<file path="src/rtl/set_job_sequencer.sv">
// set_job_sequencer: FIFO-buffered job issuer for the SET candidate counter,
// returning each tagged result over a valid/ready port with a saturating total.
module set_job_sequencer #(
    parameter int DEPTH = 4,
    parameter int IDX_W = 6
) (
    input  logic                     clk,
    input  logic                     rst,
    input  logic                     req_valid,
    input  logic [7:0]               req_central,
    input  logic [3:0]               req_radius,
    output logic                     req_ready,
    output logic                     set_en,
    output logic [7:0]               set_central,
    output logic [3:0]               set_radius,
    input  logic                     set_busy,
    input  logic                     set_valid,
    input  logic [7:0]               set_candidate,
    output logic                     res_valid,
    output logic [7:0]               res_candidate,
    output logic [IDX_W-1:0]         res_index,
    input  logic                     res_ready,
    output logic [15:0]              total,
    output logic [$clog2(DEPTH):0]   fifo_level,
    output logic                     proto_err
);
    localparam int AW = $clog2(DEPTH);
    typedef enum logic [1:0] {IDLE, ISSUE, WAIT, HOLD} state_t;
    state_t            state_q, state_d;
    logic [11:0]       mem_q [DEPTH];
    logic [AW-1:0]     wr_q, rd_q;
    logic [AW:0]       cnt_q, cnt_d;
    logic [7:0]        cen_q, cand_q;
    logic [3:0]        rad_q;
    logic [IDX_W-1:0]  idx_q;
    logic [15:0]       tot_q;
    logic              err_q, settle_q;
    logic              push, pop, done;
    logic [16:0]       sum;

    assign req_ready = cnt_q != (AW+1)'(DEPTH);
    assign push = req_valid && req_ready;
    assign pop = (state_q == IDLE) && (state_d == ISSUE);
    assign done = (state_q == HOLD) && res_ready;
    assign cnt_d = cnt_q + (AW+1)'(push) - (AW+1)'(pop);
    assign sum = {1'b0, tot_q} + {9'd0, cand_q};

    // settle_q holds IDLE for one cycle after a result handshake
    always_comb begin
        state_d = state_q;
        case (state_q)
            IDLE:    if (cnt_q != '0 && !set_busy && !settle_q) state_d = ISSUE;
            ISSUE:   state_d = WAIT;
            WAIT:    if (set_valid) state_d = HOLD;
            HOLD:    if (res_ready) state_d = IDLE;
            default: state_d = IDLE;
        endcase
    end

    always_ff @(posedge clk) begin
        if (push) mem_q[wr_q] <= {req_central, req_radius};
    end

    always_ff @(posedge clk) begin
        if (rst) begin
            state_q  <= IDLE;
            wr_q     <= '0;
            rd_q     <= '0;
            cnt_q    <= '0;
            cen_q    <= '0;
            rad_q    <= '0;
            cand_q   <= '0;
            idx_q    <= '0;
            tot_q    <= '0;
            err_q    <= 1'b0;
            settle_q <= 1'b0;
        end else begin
            state_q  <= state_d;
            cnt_q    <= cnt_d;
            settle_q <= done;
            if (push) wr_q <= wr_q + 1'b1;
            if (pop) begin
                {cen_q, rad_q} <= mem_q[rd_q];
                rd_q <= rd_q + 1'b1;
            end
            if (state_q == WAIT && set_valid) cand_q <= set_candidate;
            if (done) begin
                idx_q <= idx_q + 1'b1;
                tot_q <= sum[16] ? 16'hFFFF : sum[15:0];
            end
            if (set_valid && state_q != WAIT) err_q <= 1'b1;
        end
    end

    assign set_en        = state_q == ISSUE;
    assign res_valid     = state_q == HOLD;
    assign set_central   = cen_q;
    assign set_radius    = rad_q;
    assign res_candidate = cand_q;
    assign res_index     = idx_q;
    assign total         = tot_q;
    assign fifo_level    = cnt_q;
    assign proto_err     = err_q;
endmodule

</file>
<file path="config.mk">
export PLATFORM = sky130hd
export DESIGN_NAME = set_job_sequencer
export DESIGN_NICKNAME = d
export VERILOG_FILES = /design/src/rtl/set_job_sequencer.sv
export SDC_FILE = /design/constraint.sdc
export NUM_CORES = 1
export LEC_CHECK = 0
export ABC_AREA = 1
export BUFFER_PORTS_ARGS = -buffer_cell sky130_fd_sc_hd__clkbuf_2
export CORE_ASPECT_RATIO = 2
export CORE_UTILIZATION = 56
export DETAILED_ROUTE_END_ITERATION = 10
export GPL_TIMING_DRIVEN = 0
export PLACE_DENSITY_LB_ADDON = 0.12
export SYNTH_ARGS = -nofsm -noshare
export SYNTH_HDL_FRONTEND = slang
export SYNTH_SLANG_ARGS = --single-unit
</file>
<file path="constraint.sdc">
create_clock -name clk -period 2.55 [get_ports clk]
set_input_delay 0.255 -clock clk [delete_from_list [all_inputs] [get_ports clk]]
set_output_delay 0.255 -clock clk [all_outputs]
set_load 0.01 [all_outputs]
</file>
== After elaboration in Yosys (flattened, before gate mapping) ==
Memories as Yosys holds them, arrays and structs flattened. A register that Yosys moved wholly into a read port is not among the register bits.
Cells that the tools add are included.
Cells by class
  shift-type cells: 0
  bitwise gates (word level): 0
  muxes and demuxes: 7
  $lt $le $gt $ge: 0
  reduce and logical (&&, ||, !) cells: 11
  equality and inequality tests: 6
  $mul: 0
  div/mod/pow operators: 0
  add/sub/neg operators: 6
Operator list (number)
  $add 16x8->17: 1
  $mux 16: 1
  $pmux 2 s4: 1
  $logic_and 1x1->1: 7
  $add 6x1->6 const B: 1
  $mux 2: 3
  $add 2x1->2 const B: 2
  $eq 2x1->1 const B: 2
  $eq 2x2->1 const B: 2
  $add 3x1->3: 1
  $ne 3x3->1 const B: 1
  $reduce_bool 3->1: 1
  $sub 3x1->3: 1
  $logic_not 1->1: 2
  $logic_not 2->1: 1
  $mux 1: 2
  $ne 2x2->1 const B: 1
Word-level totals
  memory bits (read-only): 0
  bits in registers: 41
  memories: 1
  output and inout bits: 49
  input bits: 26
  logic and storage cells: 40
  latch bits: 0
  memory bits (writable): 48
Memories
  mem_q: words 4, bits a word 12, read ports 1, clocked after Yosys merged registers in 1, write ports 1, RTL line 30  | logic [11:0] mem_q [DEPTH];

== Logic depth before layout (Yosys ltp) ==
Gate-level depths: netlist of the first run.
  depth in word-level cells: 8
  depth in mapped cells: 12

== Least setup slack after synthesis of the first run ==
Ideal clock, no wire load.
  kind: flip-flop to flip-flop
  from: register cnt_q[1], in the netlist fifo_level[1]
  to: register cnt_q[2], in the netlist fifo_level[2]
  stages on the path, launching flop included: 12
  slack: 0.410 ns
  data arrival time: 2.013 ns
  period minus slack after synthesis: 2.140 ns
  required time: 2.422 ns
  setup time: 0.128 ns
  path buffers: 1
  path through: dfxtp_1 > inv_1 > nand3_1 > nand4_1 > clkinv_1 > buf_2 > ha_1 > inv_1 > ha_1 > fa_1 > xnor2_1 > nor2_1
On the way
  word-level cells in the longest chain between the ends: 8
Ends and longest elaborated chain
  start, declared: RTL line 32  | logic [AW:0] cnt_q, cnt_d;
  start signal, assigned: RTL line 79  | cnt_q <= cnt_d;
  $reduce_bool 3->1: RTL line 52  | IDLE: if (cnt_q != '0 && !set_busy && !settle_q) state_d = ISSUE;
  $logic_and 1x1->1 (2 in series): RTL line 52
  $mux 2: RTL line 52
  $pmux 2 s4: RTL line 51  | case (state_q)
  $eq 2x1->1: RTL line 43  | assign pop = (state_q == IDLE) && (state_d == ISSUE);
  $logic_and 1x1->1: RTL line 43
  named net pop: RTL line 38  | logic push, pop, done;
  $sub 3x1->3: RTL line 45  | assign cnt_d = cnt_q + (AW+1)'(push) - (AW+1)'(pop);
The timed path passes the listed nets, and every way through them passes these cells.
A chain may end at the register's enable or synchronous reset.

== Final worst setup path of the first run ==
Ends and elaborated chain as after synthesis.

==> results.cfg, run 1 <==
[cts]
cts.hold.buffers_added = 0
cts_resized = 1
insertion_delay_ps = 350
cts_max_level = 3
post_cts_buffers = 0
cts-root-buf = clkbuf_16
clk_pin_slew_worst_paths_ps = 70
cts_buffers = 9
cts_tree = done
clock-sinks = 101
cts_buffer_depth = 2

[power]
intPower_w = 0.00297
swShare_pct = 29.9
p_comb_share_pct = 21.8
ir_drop_uv = 657
powerDensity_nw_per_um2 = 815
p_leak_nw = 2.21
power.share.clock_pct = 31.2
p_seq_share_pct = 47.0
p_switching_w = 0.00127

[critical_path]
path_delay_family = adder cells
crit_slowest_cell = fa_1
crit_type = register to register
startpoint_type = register
cpPeakStageDelay_ps = 390
worstPathCellList = inv_1, nand3_1, nand4_1, inv_4, clkbuf_4, ha_1, inv_1, ha_1, fa_1, xnor2_1, nor2_1
rr_worst_depth = 11
worstPathMaxFanout = 10
ff2ff_setup_slack_ps = 210
cp-end-kind = register
r2r_end = fifo_level[2]
crit_cells = 11
crit_buf_inv = 4
critPathRequiredTime_ps = 2770
arrival_ps = 2560
timing.rr.start = fifo_level[1]

[logic_synthesis]
ys_top_cells_by_count = 76 x nand2_1, 73 x nor2_1, 53 x dfxtp_1, 53 x inv_1, 50 x o21ai_0
synthTopCellsByArea = edfxtp_1 32%, dfxtp_1 24%, nand2_1 6.4%, nor2_1 6.2%, o21ai_0 5.6%
synth_cell_types = 26
ys_async_sr_fraction_pct = 0
synth_most_common_cell = nand2_1
netlist_instances = 495
synth_top_family_by_area = simple AND/OR/NAND/NOR gates
muxShareOfSynthArea_pct = 0
synth_compound_area_share_pct = 12.1
seq_area_frac_synth_pct = 56.4
syn_area_um2 = 4440
synth-seq-cells = 101
synth_area_leader_cell = edfxtp_1
synthXorXnorAreaFrac_pct = 1.97
syn_area_per_cell_um2 = 8.96
synthAdderAreaFrac_pct = 5.13
syn-num-nets = 538
yosysTopAreaCellShare_pct = 32.5
synth-simple-area-share_pct = 17.8
synth_edf_count = 48
synth_ff_type = dfxtp_1
ys_warn_count = 0

[grt]
grt_use_total_pct = 27.8
grt_pass1_wl_um = 17000
grt_pass1_vias = 3763
grt_max_degree = 17
antenna_found_initial = 0
gr-total-overflow = 0

[placement]
hpwl_um = 7800
dpl.cell_count = 662
numPortBuffers = 73
gp_congestion = 0.933

[route]
post_drt_wl_per_cell_um = 15.7
viasPerCell = 5.57
routed_wl_um = 10600
drcViolationCount = 0
drt_first_pass_iters = 8
ant_nets = 0
drtIter0Drc = 314
vias = 3777

[timing]
hold_viol_final = 0
slew_violations = 0
fin_tns_setup_ps = 0
fmax_mhz = 428
finalSetupViolations = 0
timing.final.crit_share_pct = 91.6
worstMarginPinSlew_ps = 1170
relSlewSlack_pct = 21.9
fin_worst_skew_ps = 7.83
finalCriticalPeriod_ps = 2340
rsz0062_at_grt = no

[floorplan]
coreArea_um2 = 7600
die_x_um = 64.9
start_util_pct = 58.4
row_count = 45
die-area_um2 = 8300
die_h_um = 128
io-pin-count = 75

[min_path]
hp-start = req_central[4]
whs_path_depth = 1
hold_class = primary input to register
hold_end = mem_q[1][8]

[flow_run]
max_cap_viol_count = 0

[finish]
layout-drive-gt1-share_pct = 17.1
fillers = 629
final_cells = 678
fin_nets = 622
fin_util_pct = 68.5
antenna_cells = 0
area_growth_pct = 17.4

[run_status]
run_status = complete, no violations
==> per-layer routing <==
| metal | global-route usage, % | part of all wire, % |
|---|---|---|
| met1 | 27.2 | 35 |
| met2 | 49.9 | 55 |
| met3 | 4.89 | 4.7 |
| met4 | 21.2 | 5.3 |
| met5 | 0 | 0 |
==> worst max-delay path by stage <==
stage                       start  slack, ps       endpoint
floorplan           fifo_level[1]        410  fifo_level[2]
global placement    fifo_level[1]         20  fifo_level[2]
detailed placement  fifo_level[1]         -3  fifo_level[2]
CTS                 fifo_level[1]         90  fifo_level[2]
global route        fifo_level[1]         80  fifo_level[2]
finish              fifo_level[1]        210  fifo_level[2]
==> metrics by stage <==
step / power [W] / hold WS, ps / cell area [µm²] / worst slack (ps)
6_report: 0.00425 / 121 / 5210 / 213
5_1_grt: 0.00444 / 137 / 5210 / 78.5
4_1_cts: 0.00425 / 118 / 5200 / 89.8
3_5_place_dp: 0.00295 / 456 / 4920 / -3.04
3_3_place_gp: 0.00291 / 452 / 4920 / 24.0
2_1_floorplan: 0.00260 / 354 / 4440 / 410
==> cell type report <==
class | instances | area (µm²) | area share [%]
Buffer | 17 | 80.1 | 1.54
Clock buffer | 11 | 233 | 4.47
Clock inverter | 5 | 51.3 | 0.985
Inverter | 57 | 216 | 4.16
Multi-Input combinational cell | 320 | 1640 | 31.5
Sequential cell | 101 | 2500 | 48.1
Tap cell | 94 | 118 | 2.26
Timing Repair Buffer | 73 | 365 | 7.02
==> cells by family after synthesis <==
group	Yosys count
and+or+nand+nor	191
AOI/OAI and AO/OA	102
DFF	101
buffers and inverters	74
adders and majority gates	17
xor gates and xnor gates	10
==> sequential cells by signal, summed over array words and instances, names as in the netlist <==
signal,count
fifo_level,3
set_radius,4
set_central,8
rd_q,2
wr_q,2
res_candidate,8
state_q,2
total,16
mem_q,48
settle_q,1
proto_err,1
res_index,6
==> power by group through the flow <==
stage / Sequential [W] / Combinational [W] / Clock (W)
2_1_floorplan: 0.00205 / 0.000546 / 0
3_3_place_gp: 0.00202 / 0.000883 / 0
3_5_place_dp: 0.00203 / 0.000917 / 0
4_1_cts: 0.00200 / 0.000927 / 0.00133
5_1_grt: 0.00201 / 0.00104 / 0.00139
6_report: 0.00200 / 0.000927 / 0.00132
==> placed cells by master, fill, tap and decap left out, drive strengths merged <==
cell | netlist | routed
xnor2 | 6 | 6
o21a | 1 | 1
a31oi | 8 | 8
clkbuf | 11 | 96
a21boi | 1 | 1
nor3 | 6 | 6
nand4 | 4 | 4
o22ai | 9 | 9
clkinvlp | 0 | 1
nand3 | 28 | 28
buf | 6 | 5
xor2 | 4 | 4
o21ai | 50 | 50
dfxtp | 53 | 53
clkinv | 1 | 2
nor4 | 1 | 1
nand2 | 79 | 79
inv | 56 | 58
nor2 | 73 | 73
ha | 15 | 15
fa | 2 | 2
bufinv | 0 | 1
edfxtp | 48 | 48
a21oi | 33 | 33
No activity file was read; power rests on OpenSTA's default activity.
==> run 2: changes to the inputs <==
--- a/config.mk
+++ b/config.mk
@@ -11,7 +11,7 @@
 export CORE_UTILIZATION = 56
 export DETAILED_ROUTE_END_ITERATION = 10
 export GPL_TIMING_DRIVEN = 0
-export PLACE_DENSITY_LB_ADDON = 0.12
+export PLACE_DENSITY = 0.83
 export SYNTH_ARGS = -nofsm -noshare
 export SYNTH_HDL_FRONTEND = slang
 export SYNTH_SLANG_ARGS = --single-unit
==> run 2 against run 1 <==
Design area rose by 0.12%. Sequential power barely moved. Critical path type unchanged. Combinational power fell by 2%.
==> results.cfg, run 2 (synthesized netlist as in run 1, its figures left out) <==
[grt]
grt_use_total_pct = 26.4
grt_pass1_vias = 3624
antenna_found_initial = 0
grt_pass1_wl_um = 16300
gr-total-overflow = 0
grt_max_degree = 17

[timing]
finalSetupViolations = 0
timing.final.crit_share_pct = 89.9
timing.hold.ws_ps = 128
hold_viol_final = 0
layout_setup_ws_ps = 257
worstMarginPinSlew_ps = 1180
rsz0062_at_grt = no
fmax_mhz = 436
fin_worst_skew_ps = 9.83
slew_violations = 0
finalCriticalPeriod_ps = 2290
relSlewSlack_pct = 21.3

[floorplan]
die_x_um = 64.9
coreArea_um2 = 7600
start_util_pct = 58.4
die_h_um = 128
io-pin-count = 75
row_count = 45
die-area_um2 = 8300

[flow_run]
max_cap_viol_count = 0

[power]
ir_drop_uv = 747
powerDensity_nw_per_um2 = 813
p_leak_nw = 2.21
finalPower_w = 0.00424

[finish]
fin_nets = 622
layout-drive-gt1-share_pct = 17.6
final_common_cell = nand2_1
final_cell_mix = 76 x nand2_1, 73 x nor2_1, 73 x clkbuf_2
largest_reg_flops = 48
antenna_cells = 0
regMostFlops = mem_q
area_growth_pct = 17.5
stdcell_area_um2 = 5210

[placement]
pre_cts_ws_ps = -4.09
placed_area_um2 = 4920
hpwl_um = 7770
gp_congestion = 0.952
numPortBuffers = 73

[critical_path]
startpoint_type = register
arrival_ps = 2510
cp-end-kind = register
worstPathMaxFanout = 10
crit_type = register to register
critPathRequiredTime_ps = 2770

[route]
routed_wl_um = 10300
post_drt_wl_per_cell_um = 15.2
vias = 3711
viasPerCell = 5.47
ant_nets = 0
drt_first_pass_iters = 4
drcViolationCount = 0
drtIter0Drc = 252

[cts]
cts_resized = 1
cts_max_level = 3
cts_buffers = 9
post_cts_buffers = 0
cts_buffer_depth = 2
insertion_delay_ps = 340
clock-sinks = 101
cts-root-buf = clkbuf_16
cts_tree = done
clk_pin_slew_worst_paths_ps = 70
cts.hold.buffers_added = 0

[min_path]
hold_class = primary input to register

[run_status]
run_status = complete, no violations
## run 2: cell count changes in the layout (fill, tap and decap cells not counted), sizes merged
cell      change
clkinvlp      +1
clkbuf        -1
## run 2: path summary, 6_finish.rpt
kind              slack [ps]  depth (start not counted)              to            from
setup / recovery         260                         11   fifo_level[2]   fifo_level[1]
hold reg to reg          470                          2  set_central[1]  set_central[1]
setup reg to reg         260                         11   fifo_level[2]   fifo_level[1]
hold / removal           130                          1     mem_q[2][1]   req_radius[1]
## run 2: metrics by stage
stage	cells	setup TNS (ps)	utilization [%]
3_5_place_dp	662	-4.09	64.7
5_1_grt	678	0	68.6
3_3_place_gp	662	0	64.7
6_report	678	0	68.6
2_1_floorplan	495	0	-
4_1_cts	678	0	68.5
## run 2: critical path, cell delays in order (launching register included)
cell      delay, ps
dfxtp_1         340
inv_1           120
nand3_1         110
nand4_1         150
inv_4            90
clkbuf_4        210
ha_1            300
inv_1            40
ha_1            180
fa_1            370
xnor2_1         190
nor2_1           60
## run 2: per-layer routing
layer  up-vias  routed length, µm  global-route usage [%]
li1       1827                  -                       -
met1      1728               3780                    25.5
met2       124               5720                    49.8
met3        32                391                    4.27
met4         0                418                    16.2
met5         -                  0                       0
## run 2: layout make-up
class / count / area [µm²]
sequential: 101 / 2500
fill: 618 / 2390
multi-input combinational: 320 / 1640
timing repair buffer: 73 / 365
clock buffer: 10 / 229
inverter: 57 / 216
tap: 94 / 118
buffer: 17 / 80.1
clock inverter: 6 / 61.3
## run 2: power breakdown
part,leakage [nW],total [W],switching [W],internal [W]
sequential,0.870,0.00200,0.000103,0.00190
combinational,1.20,0.000907,0.000588,0.000319
clock,0.139,0.00133,0.000570,0.000758
